`src/rtl/ledr_sched_pkg.sv`:
```
// Shared types and constants for the LED pattern scheduler.
package ledr_sched_pkg;

  typedef enum logic [1:0] {
    ST_IDLE  = 2'd0,
    ST_COUNT = 2'd1,
    ST_PEND  = 2'd2
  } state_e;

  localparam logic [3:0] CFG_SEL_PERIOD = 4'd8;
  localparam logic [3:0] CFG_SEL_CTRL   = 4'd9;

  localparam logic [2:0] DM_BYTE = 3'd0;
  localparam logic [2:0] DM_HALF = 3'd1;
  localparam logic [2:0] DM_WORD = 3'd2;

  localparam int unsigned CTRL_RUN     = 0;
  localparam int unsigned CTRL_LEN_LSB = 1;
  localparam int unsigned CTRL_LEN_MSB = 3;
  localparam int unsigned CTRL_ONESHOT = 4;

  // Builds a control-register word from its fields.
  function automatic logic [31:0] ctrl_word(input logic run, input logic [2:0] len_m1,
                                            input logic oneshot);
    logic [31:0] w;
    w = '0;
    w[CTRL_RUN] = run;
    w[CTRL_LEN_MSB:CTRL_LEN_LSB] = len_m1;
    w[CTRL_ONESHOT] = oneshot;
    return w;
  endfunction

  function automatic int unsigned dm_bytes(input logic [2:0] dm);
    case (dm)
      DM_BYTE: return 1;
      DM_HALF: return 2;
      DM_WORD: return 4;
      default: return 0;
    endcase
  endfunction

endpackage

```
`src/rtl/ledr_sched_tick_cnt.sv`:
```
// Tick counter for the scheduler: clear, enable and terminal-count compare.
module ledr_tick_cnt #(
  parameter int PERIOD_W = 24
) (
  input  logic                clk_i,
  input  logic                rst_i,
  input  logic                clr_i,
  input  logic                en_i,
  input  logic [PERIOD_W-1:0] period_i,
  output logic                tc_o
);

  logic [PERIOD_W-1:0] cnt_q;
  logic [PERIOD_W-1:0] last;

  // A period of 0 behaves as 1; >= keeps a shrunk period from overrunning.
  assign last = (period_i == '0) ? '0 : period_i - PERIOD_W'(1);
  assign tc_o = (cnt_q >= last);

  always_ff @(posedge clk_i) begin
    if (rst_i || clr_i) begin
      cnt_q <= '0;
    end else if (en_i) begin
      cnt_q <= cnt_q + PERIOD_W'(1);
    end
  end

endmodule

```
`src/rtl/ledr_sched.sv`:
```
// LED pattern scheduler: plays a pattern table into the LED store, yielding to CPU stores.
// Optional one-shot playback is enabled by defining LEDR_SCHED_ONESHOT_EN.
module ledr_sched
  import ledr_sched_pkg::*;
#(
  parameter int PERIOD_W = 24,
  parameter int DEPTH    = 8
) (
  input  logic        clk_i,
  input  logic        rst_i,
  input  logic        cpu_st_en_i,
  input  logic [2:0]  cpu_datamode_i,
  input  logic [3:0]  cpu_addr_i,
  input  logic [31:0] cpu_data_i,
  input  logic        cfg_we_i,
  input  logic [3:0]  cfg_sel_i,
  input  logic [31:0] cfg_data_i,
  output logic        led_st_en_o,
  output logic [2:0]  led_datamode_o,
  output logic [3:0]  led_addr_o,
  output logic [31:0] led_data_o,
  output logic        busy_o,
  output logic [2:0]  pat_idx_o,
  output logic        done_o
);

  state_e              state_q, state_d;
  logic [PERIOD_W-1:0] period_q;
  logic [2:0]          len_m1_q;
  logic [2:0]          idx_q;
  logic [2:0]          idx_next;
  logic [31:0]         pattern_q [DEPTH];
  logic                ctrl_wr, issue, tc, cnt_clr, cnt_en, oneshot, finish;

  assign ctrl_wr = cfg_we_i && (cfg_sel_i == CFG_SEL_CTRL);
  // Any control write cancels a pending engine write in the same cycle.
  assign issue   = (state_q == ST_PEND) && !cpu_st_en_i && !ctrl_wr && !rst_i;
  assign idx_next = (idx_q >= len_m1_q) ? 3'd0 : idx_q + 3'd1;
  assign finish  = issue && oneshot && (idx_q == len_m1_q);
  assign cnt_clr = ctrl_wr || issue;
  assign cnt_en  = (state_q == ST_COUNT) && !tc;

  ledr_tick_cnt #(.PERIOD_W(PERIOD_W)) u_tick (
    .clk_i    (clk_i),
    .rst_i    (rst_i),
    .clr_i    (cnt_clr),
    .en_i     (cnt_en),
    .period_i (period_q),
    .tc_o     (tc)
  );

`ifdef LEDR_SCHED_ONESHOT_EN
  logic oneshot_q;
  logic done_q;

  assign oneshot = oneshot_q;
  assign done_o  = done_q && !rst_i;

  always_ff @(posedge clk_i) begin
    if (rst_i) begin
      oneshot_q <= 1'b0;
      done_q    <= 1'b0;
    end else begin
      done_q <= finish;
      if (ctrl_wr) begin
        oneshot_q <= cfg_data_i[CTRL_ONESHOT];
      end
    end
  end
`else
  assign oneshot = 1'b0;
  assign done_o  = 1'b0;
`endif

  always_comb begin
    state_d = state_q;
    if (ctrl_wr) begin
      state_d = cfg_data_i[CTRL_RUN] ? ST_COUNT : ST_IDLE;
    end else begin
      case (state_q)
        ST_COUNT: if (tc) state_d = ST_PEND;
        ST_PEND:  if (issue) state_d = finish ? ST_IDLE : ST_COUNT;
        default:  state_d = state_q;
      endcase
    end
  end

  always_ff @(posedge clk_i) begin
    if (rst_i) begin
      state_q  <= ST_IDLE;
      idx_q    <= 3'd0;
      len_m1_q <= 3'd0;
      period_q <= '0;
    end else begin
      state_q <= state_d;
      if (ctrl_wr) begin
        len_m1_q <= cfg_data_i[CTRL_LEN_MSB:CTRL_LEN_LSB];
        idx_q    <= 3'd0;
      end else if (issue) begin
        idx_q <= idx_next;
      end
      if (cfg_we_i && (cfg_sel_i == CFG_SEL_PERIOD)) begin
        period_q <= cfg_data_i[PERIOD_W-1:0];
      end
    end
  end

  // Table writes land after this cycle's read, so a same-cycle issue sees the old entry.
  always_ff @(posedge clk_i) begin
    if (rst_i) begin
      for (int i = 0; i < DEPTH; i++) pattern_q[i] <= '0;
    end else if (cfg_we_i && !cfg_sel_i[3]) begin
      pattern_q[cfg_sel_i[2:0]] <= cfg_data_i;
    end
  end

  always_comb begin
    led_st_en_o    = 1'b0;
    led_datamode_o = 3'd0;
    led_addr_o     = 4'd0;
    led_data_o     = 32'd0;
    if (cpu_st_en_i) begin
      led_st_en_o    = 1'b1;
      led_datamode_o = cpu_datamode_i;
      led_addr_o     = cpu_addr_i;
      led_data_o     = cpu_data_i;
    end else if (issue) begin
      led_st_en_o    = 1'b1;
      led_datamode_o = DM_WORD;
      led_data_o     = pattern_q[idx_q];
    end
  end

  assign busy_o    = (state_q != ST_IDLE) && !rst_i;
  assign pat_idx_o = idx_q;

endmodule

```
`config.mk`:
```
export PLATFORM = sky130hd
export DESIGN_NAME = ledr_sched
export DESIGN_NICKNAME = d
export VERILOG_FILES = /design/src/rtl/ledr_sched_pkg.sv /design/src/rtl/ledr_sched_tick_cnt.sv /design/src/rtl/ledr_sched.sv
export SDC_FILE = /design/constraint.sdc
export NUM_CORES = 1
export LEC_CHECK = 0
export BUFFER_PORTS_ARGS = -buffer_cell sky130_fd_sc_hd__buf_2
export CORE_MARGIN = 1
export CORE_UTILIZATION = 62
export CTS_CLUSTER_DIAMETER = 80
export DETAILED_ROUTE_END_ITERATION = 8
export GPL_ROUTABILITY_DRIVEN = 0
export PLACE_DENSITY = 0.82
export SLEW_MARGIN = 10
export SYNTH_ARGS = -nofsm -noshare
export SYNTH_HDL_FRONTEND = slang
export SYNTH_SLANG_ARGS = --single-unit
```
`constraint.sdc`:
```
create_clock -name clk_i -period 12.1 [get_ports clk_i]
set_input_delay 1.815 -clock clk_i [delete_from_list [all_inputs] [get_ports clk_i]]
set_output_delay 1.815 -clock clk_i [all_outputs]
set_load 0.02 [all_outputs]
```
==> flow_summary_export.csv, run 1 <==
group,metric,value,unit
logic_synthesis,synth_edf_count,256,
route,routed_via_density,6.05,
logic_synthesis,ys_async_sr_fraction,0,
power_and_ir_drop,leakage,6.34,nW
worst_hold_path,min_path_type,"reg2reg",
cells_and_area,antenna-diode-count,0,
setup_path,crit_type,"in2out",
cells_and_area,fin_util,0.717,
sta,tightest_slew,1210,ps
cells_and_area,area.growth.synth_to_final,12.8,%
setup_path,worstPathArrival,4140,ps
die,chipWidth,160,µm
logic_synthesis,synth_compound_area_frac,0.0350,
logic_synthesis,synth_top_family_by_area,"simple AND/OR/NAND/NOR gates",
logic_synthesis,yosys-top-cells-area,"edfxtp_1 (50%), and2_1 (11%), mux4_2 (9.3%)",
cells_and_area,final_common_cell,"and2_1",
die,start_util,0.635,
logic_synthesis,synthesis.area,0.0155,mm²
cts,cts_tree,"built",
cells_and_area,drive_above_1_share,0.206,
placement,hpwl,21000,µm
sta,fin_setup_tns,0,ps
sta,setup_viol_count_final,0,
logic_synthesis,synthMuxAreaShare,0.129,
setup_path,cp-end-kind,"output port",
die,die-area,0.0256,mm²
route,drt-pass1-iter-count,4,
sta,fmax,0.168,GHz
sta,hold_viol,0,
logic_synthesis,synth-xor-area-share,0.00961,
cts,hold_buffers,0,
global_routing,grt_pass1_vias,10200,
global_routing,grt_usage,0.290,
setup_path,reg2reg_depth,12,
setup_path,critPathMaxFanout,22,
global_routing,grt_first_pass_wirelength,56800,µm
cts,cts_max_path_buffers,3,
logic_synthesis,postSynthAreaPerCell,12.5,µm²
global_routing,antenna_found_initial,0,
cts,cts_htree_levels,1,
sta,maxSlewHeadroom,0.190,
logic_synthesis,synthCells,1241,
sta,final_max_slew_viol_count,0,
logic_synthesis,synth_top_area_frac,0.496,
cts,cts_sinks,315,
logic_synthesis,yosys.area_share.adder,0.0250,
sta,finalCriticalPeriod,5960,ps
route,vias,10200,
power_and_ir_drop,cellPowerDensity,142,mW/mm²
placement,port_buffers,122,
sta,rsz0062_at_grt,"false",
cells_and_area,nets,1445,
cts,clock-root-buffer,"clkbuf_16",
route,wire_per_inst,21.6,µm
logic_synthesis,synth_seq_cells,315,
cells_and_area,mostFrequentLayoutCells,"and2_1 (262), edfxtp_1 (256), nand2_1 (142)",
route,drtIter0Drc,734,
placement,dp_slack,6280,ps
route,drc,0,
route,totalWireLength,36400,µm
power_and_ir_drop,p_total,2.48,mW
die,die_h,160,µm
logic_synthesis,synthFlopType,"edfxtp_1",
logic_synthesis,yosysWarnings,0,
sta,fin_skew,15.0,ps
die,design.portCount,124,
cts,clk_pin_slew,60,ps
cts,cts_resized,0,
global_routing,grt-ovfl-total,0,
logic_synthesis,synth_top_cell_by_area,"edfxtp_1",
logic_synthesis,synth_nets,1351,
cts,clk_latency,570,ps
setup_path,start_kind,"input port",
route,antenna_left,0,
logic_synthesis,synth.distinct_cells,56,
worst_hold_path,holdPathStages,2,
logic_synthesis,yosysSeqAreaShare,0.572,
sta,finalCritPeriodShare,0.492,
logic_synthesis,synth-simple-area-share,0.206,
cts,numCtsBuffers,30,
power_and_ir_drop,irDropWorstVdd,0.143,mV
status,status,"finished, final reports clean",
die,placementRows,57,
run,drv_cap,0,
sta,hold_ws,461,ps
global_routing,grt_max_degree,65,
sta,fin_ws,6140,ps
die,core,0.0244,mm²
setup_path,worstPathRequired,10280,ps
cts,post_cts_buffers,0,
## cell families (layout without fill, tap and decap cells)
group,count (synthesis),after routing
buffers and inverters,85,203
xor gates and xnor gates,17,17
AOI/OAI and AO/OA,100,100
adders and majority gates,31,31
and+or+nand+nor,572,572
muxes,120,120
DFF,315,315
other,1,1
## cell usage after synthesis, drive strengths merged (2+ instances only)
cell      n
inv      10
nor2b     2
mux4     64
and2    262
nand4    12
and3      4
nor2     36
xor2     11
xnor2     6
nand3b    3
buf      13
nor3     31
clkbuf   62
or4       5
nand3    19
o31ai     3
or3      22
edfxtp  256
nor4      5
o21ai    39
nor4b     2
and4      5
or2      10
mux2i    55
dfxtp    59
and4b     4
a21oi    45
a21o      2
nand2   142
a31oi     4
ha       31
nand2b    5
## stage by stage
stage | instance area (µm²) | std cells
after floorplan | 15500 | 1241
after global placement | 16400 | 1627
after detailed placement | 16400 | 1627
after CTS | 17500 | 1683
after global routing | 17500 | 1683
final | 17500 | 1683
## area by class of cell
type	instances	area, µm²
well taps	324	405
repair buffers	137	723
clock inverters	19	338
inverters	10	37.5
fillers	1661	6910
multi-input cells	841	6320
flip-flops and latches	315	8870
clock buffers	37	787
## final timing paths
| kind | start | endpoint | slack (ps) |
|---|---|---|---|
| worst max-delay path | cfg_sel_i[1] | led_data_o[11] | 6140 |
| worst min-delay path | period_q[1]$_SDFFE_PP0P_ | period_q[1]$_SDFFE_PP0P_ | 460 |
| worst max register to register | period_q[2]$_SDFFE_PP0P_ | u_tick.cnt_q[5]$_SDFFE_PP0P_ | 6650 |
| worst min register to register | period_q[1]$_SDFFE_PP0P_ | period_q[1]$_SDFFE_PP0P_ | 460 |
## report_power, final
part / leakage, nW / total [mW] / switching (mW) / internal, mW
combinational: 2.87 / 0.184 / 0.115 / 0.0682
sequential: 2.92 / 1.24 / 0.0156 / 1.22
clock: 0.544 / 1.06 / 0.407 / 0.654
## per-layer routing
layer / vias to the layer above / global-route usage / share of wire
met5: - / 0 / 0
met4: 0 / 0.0970 / 0.029
met3: 71 / 0.0369 / 0.065
met2: 394 / 0.517 / 0.52
met1: 5046 / 0.367 / 0.39
li1: 4668 / - / -
## critical path, cell delays in order
cell,delay [ps]
buf_2,130
nor2_1,350
and4_1,500
nor2_1,100
nand2_1,500
buf_4,380
o21ai_0,160
buf_2,180
## state kept, by name (all words and copies together), names as in the netlist, named ones only
name,cells
state_q,2
period_q,24
u_tick.cnt_q,24
len_m1_q,3
pat_idx_o,3
pattern_q,256
No activity file was read; power rests on OpenSTA's default activity.
==> inputs of run 2 (changes only) <==
--- a/config.mk
+++ b/config.mk
@@ -7,11 +7,11 @@
 export LEC_CHECK = 0
 export BUFFER_PORTS_ARGS = -buffer_cell sky130_fd_sc_hd__buf_2
 export CORE_MARGIN = 1
-export CORE_UTILIZATION = 62
+export CORE_UTILIZATION = 60
 export CTS_CLUSTER_DIAMETER = 80
 export DETAILED_ROUTE_END_ITERATION = 8
 export GPL_ROUTABILITY_DRIVEN = 0
-export PLACE_DENSITY = 0.82
+export PLACE_DENSITY = 0.8
 export SLEW_MARGIN = 10
 export SYNTH_ARGS = -nofsm -noshare
 export SYNTH_HDL_FRONTEND = slang
==> constraint.sdc (replaced) <==
create_clock -name clk_i -period 6.2 [get_ports clk_i]
set_input_delay 0.93 -clock clk_i [delete_from_list [all_inputs] [get_ports clk_i]]
set_output_delay 0.93 -clock clk_i [all_outputs]
set_load 0.02 [all_outputs]
==> run 2 against run 1 <==
Utilization fell by 2.9 points. Sequential share of layout area rose by 0.36 points. First-iteration DRC count up 12%. Critical endpoint is now u_tick.cnt_q[8]$_SDFFE_PP0P_. Setup slack worse by 4900 ps. Combinational power is 95% higher. Total power increased by 85%. Critical path type is now reg2reg. Largest power group unchanged. Clock skew is 2.5 ps lower. Global-route usage shrank 1.4 points. Clock power grew 72%.
==> flow_summary_export.csv, run 2 (synthesis results as in run 1) <==
group,metric,value,unit
placement,port_buffers,122,
cts,clock-root-buffer,"clkbuf_16",
sta,rsz0062_at_grt,"false",
worst_hold_path,min_path_type,"reg2reg",
setup_path,max_stage_delay,860,ps
cells_and_area,largest_register,"pattern_q",
route,routed_via_density,5.93,
cells_and_area,seq_area,0.00887,mm²
cells_and_area,final_common_cell,"and2_1",
global_routing,grt_max_degree,43,
status,status,"finished, final reports clean",
setup_path,rrSetupSlack,1280,ps
cells_and_area,mostFrequentLayoutCells,"and2_1 (262), edfxtp_1 (256), nand2_1 (142)",
cts,hold_buffers,0,
die,start_util,0.614,
die,core,0.0253,mm²
die,placementRows,58,
setup_path,cp-end-kind,"flip-flop",
sta,fin_ws,1280,ps
cells_and_area,fin_util,0.687,
setup_path,cp_top_family,"simple AND/OR/NAND/NOR gates",
cts,cts_sinks,315,
cts,cts_max_path_buffers,3,
die,die_h,163,µm
placement,dp_slack,1290,ps
sta,tightest_slew,1090,ps
cells_and_area,fillers,1743,
power_and_ir_drop,clkPwrFrac,0.396,
worst_hold_path,hold_end,"period_q[1]$_SDFFE_PP0P_",
die,chipWidth,163,µm
placement,dp.cells,1634,
setup_path,worstPathRequired,6650,ps
route,drc,0,
setup_path,crit_chain,"or4_4 -> nor4b_4 -> nand3_1 -> and4b_1 -> a21oi_1 -> ha_1 -> nand4_1 -> nor4_1 -> o311a_1 -> nor3_1 -> mux2_2",
sta,setup_viol_count_final,0,
cells_and_area,largest_reg_flops,256,
setup_path,crit_type,"reg2reg",
power_and_ir_drop,comb_power_share,0.078,
sta,finalCritPeriodShare,0.794,
global_routing,grt_usage,0.276,
global_routing,antenna_found_initial,0,
cells_and_area,multi_input_area,0.00632,mm²
setup_path,worstPathArrival,5380,ps
cts,numCtsBuffers,31,
setup_path,cpMaxStageDelayCell,"o311a_1",
power_and_ir_drop,intPower,3.54,mW
power_and_ir_drop,cellPowerDensity,264,mW/mm²
cells_and_area,nets,1447,
cells_and_area,antenna-diode-count,0,
die,design.portCount,124,
route,totalWireLength,35700,µm
cells_and_area,area.growth.synth_to_final,12.0,%
route,vias,10000,
setup_path,reg2reg_depth,11,
sta,hold_ws,478,ps
route,drt-pass1-iter-count,5,
setup_path,start_kind,"flip-flop",
sta,fin_setup_tns,0,ps
route,wire_per_inst,21.1,µm
cts,cts_resized,0,
global_routing,grt_pass1_vias,10100,
worst_hold_path,worstHoldStart,"period_q[1]$_SDFFE_PP0P_",
sta,fmax,0.203,GHz
global_routing,grt-ovfl-total,0,
setup_path,reg2reg_to,"u_tick.cnt_q[8]$_SDFFE_PP0P_",
placement,hpwl,20800,µm
global_routing,grt_first_pass_wirelength,55100,µm
run,drv_cap,0,
sta,final_max_slew_viol_count,0,
cts,cts_htree_levels,1,
cells_and_area,drive_above_1_share,0.211,
route,antenna_left,0,
worst_hold_path,holdPathStages,2,
cts,clk_latency,560,ps
sta,hold_viol,0,
power_and_ir_drop,irDropWorstVdd,0.186,mV
die,die-area,0.0265,mm²
power_and_ir_drop,p_switching,1.05,mW
cts,cts_tree,"built",
route,drtIter0Drc,821,
cells_and_area,reg_top3,"pattern_q: 256 flops, period_q: 24 flops, u_tick.cnt_q: 24 flops",
power_and_ir_drop,seqPwrFrac,0.526,
cts,clk_pin_slew,70,ps
power_and_ir_drop,leakage,6.28,nW
setup_path,path_buf_inv,0,
cells_and_area,finalNonFillerCells,1692,
cts,post_cts_buffers,0,
power_and_ir_drop,swShare,0.228,
setup_path,timing.rr.start,"period_q[2]$_SDFFE_PP0P_",
sta,finalCriticalPeriod,4920,ps
setup_path,critPathMaxFanout,25,
sta,fin_skew,12.5,ps
sta,maxSlewHeadroom,0.267,
==> run 2: cell types whose count changed in the layout (fill, tap and decap cells not counted), moves of 2 or more <==
cell and change:
inv_6 +2, clkinvlp_4 +2, clkinv_2 +6, bufinv_16 -7, clkbuf_1 -3
==> run 2: worst max-delay path by stage <==
stage | from | endpoint | slack (ps) | depth (start not counted)
after floorplan | period_q[2]$_SDFFE_PP0P_ | u_tick.cnt_q[10]$_SDFFE_PP0P_ | 2330 | 14
after global placement | period_q[2]$_SDFFE_PP0P_ | u_tick.cnt_q[8]$_SDFFE_PP0P_ | 1430 | 11
after detailed placement | period_q[2]$_SDFFE_PP0P_ | u_tick.cnt_q[8]$_SDFFE_PP0P_ | 1290 | 11
after CTS | period_q[2]$_SDFFE_PP0P_ | u_tick.cnt_q[8]$_SDFFE_PP0P_ | 1290 | 11
after global routing | period_q[2]$_SDFFE_PP0P_ | u_tick.cnt_q[8]$_SDFFE_PP0P_ | 850 | 11
final | period_q[2]$_SDFFE_PP0P_ | u_tick.cnt_q[8]$_SDFFE_PP0P_ | 1280 | 11
==> run 2: final cells by class <==
class	instances	area share
Clock buffer	36	0.0469
Clock inverter	22	0.00973
Inverter	10	0.00216
Multi-Input combinational cell	841	0.364
Sequential cell	315	0.511
Tap cell	330	0.0238
Timing Repair Buffer	138	0.0421
==> run 2: tightest hold or removal path: cells and delay by family, from the launching register on <==
family / cells / cell delay (ps)
compound gates: 1 / 60
flops: 1 / 320
simple gates: 1 / 50
==> run 2: power groups by stage <==
stage	combinational [mW]	sequential, mW	clock, mW
after CTS	0.360	2.41	1.82
after global placement	0.347	2.45	0
after detailed placement	0.358	2.46	0
after floorplan	0.232	2.44	0
after global routing	0.394	2.42	1.90
final	0.359	2.41	1.82
==> run 2: per-layer routing <==
layer  vias to the layer above  global-route usage  routed length [µm]
li1                       4688                   -                   -
met1                      4912               0.363               14800
met3                        58              0.0326                2120
met4                         0              0.0807                 786
met2                       377               0.484               18000
met5                         -                   0                   0
==> run 2: through the flow <==
| stage | area (µm²) | total power, mW |
|---|---|---|
| floorplan | 15500 | 2.67 |
| global placement | 16400 | 2.80 |
| detailed placement | 16400 | 2.81 |
| CTS | 17400 | 4.60 |
| global route | 17400 | 4.72 |
| finish | 17400 | 4.59 |
==> inputs of run 3 (changes only) <==
--- a/config.mk
+++ b/config.mk
@@ -7,11 +7,11 @@
 export LEC_CHECK = 0
 export BUFFER_PORTS_ARGS = -buffer_cell sky130_fd_sc_hd__buf_2
 export CORE_MARGIN = 1
-export CORE_UTILIZATION = 60
+export CORE_UTILIZATION = 55
 export CTS_CLUSTER_DIAMETER = 80
 export DETAILED_ROUTE_END_ITERATION = 8
 export GPL_ROUTABILITY_DRIVEN = 0
-export PLACE_DENSITY = 0.8
+export PLACE_DENSITY = 0.77
 export SLEW_MARGIN = 10
 export SYNTH_ARGS = -nofsm -noshare
 export SYNTH_HDL_FRONTEND = slang
==> constraint.sdc (replaced) <==
create_clock -name clk_i -period 4.4 [get_ports clk_i]
set_input_delay 0.66 -clock clk_i [delete_from_list [all_inputs] [get_ports clk_i]]
set_output_delay 0.66 -clock clk_i [all_outputs]
set_load 0.02 [all_outputs]
==> run 3 against run 2 <==
The run now ends with DRC left. Critical path depth increased by 4. Clock skew decreased by 3.8 ps. Critical endpoint is now u_tick.cnt_q[5]$_SDFFE_PP0P_. Flip-flop and latch count unchanged. Fmax increased by 23%. Register-to-register slack got worse by 860 ps. Final area increased by 1.5%. Die area increased by 9.0%. Global-route usage decreased by 1.5 points.
==> flow_summary_export.csv, run 3 (synthesis results as in run 1) <==
group,metric,value,unit
status,status,"finished with violations",
cells_and_area,drive_above_1_share,0.219,
route,routed_via_density,5.86,
cells_and_area,area.growth.synth_to_final,13.6,%
route,vias,10300,
power_and_ir_drop,leakage,6.39,nW
cells_and_area,nets,1467,
sta,finalCritPeriodShare,0.906,
run,drv_cap,0,
cts,numCtsBuffers,31,
placement,dp_slack,386,ps
sta,tightest_slew,876,ps
power_and_ir_drop,cellPowerDensity,369,mW/mm²
power_and_ir_drop,seqPwrFrac,0.523,
route,drtIter0Drc,1003,
die,design.portCount,124,
cts,clock-root-buffer,"clkbuf_16",
global_routing,grt_first_pass_wirelength,57100,µm
global_routing,grt_pass1_vias,10200,
sta,maxSlewHeadroom,0.416,
sta,fin_setup_tns,0,ps
setup_path,start_kind,"flip-flop",
global_routing,grt-ovfl-total,0,
worst_hold_path,holdPathStages,3,
placement,postPlaceCellArea,0.0166,mm²
setup_path,worstPathArrival,4480,ps
die,chipWidth,170,µm
sta,final_max_slew_viol_count,0,
die,core,0.0278,mm²
setup_path,cp-end-kind,"flip-flop",
setup_path,critPathMaxFanout,25,
worst_hold_path,worstHoldStart,"cfg_data_i[8]",
sta,fin_skew,8.64,ps
route,wire_per_inst,20.8,µm
global_routing,antenna_found_initial,2,
cts,clk_latency,570,ps
sta,setup_viol_count_final,0,
cells_and_area,seq_area,0.00887,mm²
power_and_ir_drop,swShare,0.225,
setup_path,timing.rr.start,"period_q[12]$_SDFFE_PP0P_",
sta,fmax,0.251,GHz
cells_and_area,stdcell_area,0.0176,mm²
power_and_ir_drop,p_switching,1.46,mW
die,die-area,0.0289,mm²
cells_and_area,multi_input_area,0.00632,mm²
cts,cts_sinks,315,
global_routing,grt_max_degree,65,
setup_path,worstSetupStartpoint,"period_q[12]$_SDFFE_PP0P_",
power_and_ir_drop,comb_power_share,0.080,
setup_path,reg2reg_depth,15,
sta,hold_viol,0,
route,antenna_left,0,
sta,rsz0062_at_grt,"false",
power_and_ir_drop,intPower,5.03,mW
worst_hold_path,min_path_type,"in2reg",
cts,hold_buffers,0,
power_and_ir_drop,irDropWorstVdd,0.290,mV
placement,port_buffers,122,
sta,fin_ws,412,ps
setup_path,crit_type,"reg2reg",
power_and_ir_drop,clkPwrFrac,0.397,
cells_and_area,reg_top3,"pattern_q: 256 flops, period_q: 24 flops, u_tick.cnt_q: 24 flops",
die,die_h,170,µm
setup_path,worstPathRequired,4890,ps
cts,post_cts_buffers,0,
cells_and_area,mostFrequentLayoutCells,"and2_1 (262), edfxtp_1 (256), nand2_1 (142)",
cts,cts_max_path_buffers,3,
cells_and_area,largest_reg_flops,256,
sta,finalCriticalPeriod,3990,ps
route,totalWireLength,36700,µm
status,violations,"DRC",
placement,hpwl,22800,µm
cells_and_area,final_common_cell,"and2_1",
route,drt-pass1-iter-count,7,
cells_and_area,fillers,2156,
global_routing,grt_usage,0.261,
die,placementRows,61,
placement,dp.cells,1702,
cts,clk_pin_slew,60,ps
cells_and_area,largest_register,"pattern_q",
route,drc,2,
cells_and_area,finalNonFillerCells,1760,
cts,cts_htree_levels,1,
die,start_util,0.558,
cts,cts_tree,"built",
cts,cts_resized,0,
run 3: final cells by class:
class | count | share of cell area
Timing Repair Buffer | 158 | 0.0521
Multi-Input combinational cell | 841 | 0.359
Antenna cell | 1 | 0.000142
Clock inverter | 16 | 0.00767
Tap cell | 378 | 0.0269
Sequential cell | 315 | 0.504
Inverter | 10 | 0.00213
Clock buffer | 41 | 0.0485
run 3: power by group through the flow:
stage,combinational (mW),clock (mW),sequential (mW)
floorplan,0.326,0,3.44
global placement,0.510,0,3.45
detailed placement,0.523,0,3.46
CTS,0.525,2.60,3.40
global route,0.574,2.71,3.41
finish,0.521,2.58,3.40
run 3: per-stage QoR:
stage | hold slack, ps | util | total power, mW
6_report | 404 | 0.634 | 6.49
5_1_grt | 419 | 0.634 | 6.69
4_1_cts | 392 | 0.634 | 6.52
3_5_place_dp | 454 | 0.598 | 3.98
3_3_place_gp | 447 | 0.598 | 3.96
2_1_floorplan | 436 | - | 3.77
run 3: path summary, 6_finish.rpt:
path                            slack (ps)                            to
worst max-delay path                   410  u_tick.cnt_q[5]$_SDFFE_PP0P_
worst max register to register         410  u_tick.cnt_q[5]$_SDFFE_PP0P_
worst min-delay path                   400      period_q[8]$_SDFFE_PP0P_
worst min register to register         470      period_q[1]$_SDFFE_PP0P_
run 3: worst max-delay path, cell delays in order (launching register included):
cell,delay (ps)
dfxtp_1,370
or4_1,640
nor2_1,130
and4b_1,290
nand3_1,90
buf_4,230
and4b_1,200
a21oi_1,140
ha_1,270
nand4_1,160
nor3_1,80
nor3_1,280
nand4b_1,200
buf_12,200
or4_1,470
a21oi_1,160
run 3: layer usage:
layer,part of all wire,vias to the layer above,routed length (µm),GRT usage
li1,-,4725,-,-
met4,0.017,0,619,0.0556
met3,0.069,46,2540,0.0312
met2,0.51,387,18600,0.465
met5,0,-,0,0
met1,0.41,5147,14900,0.345
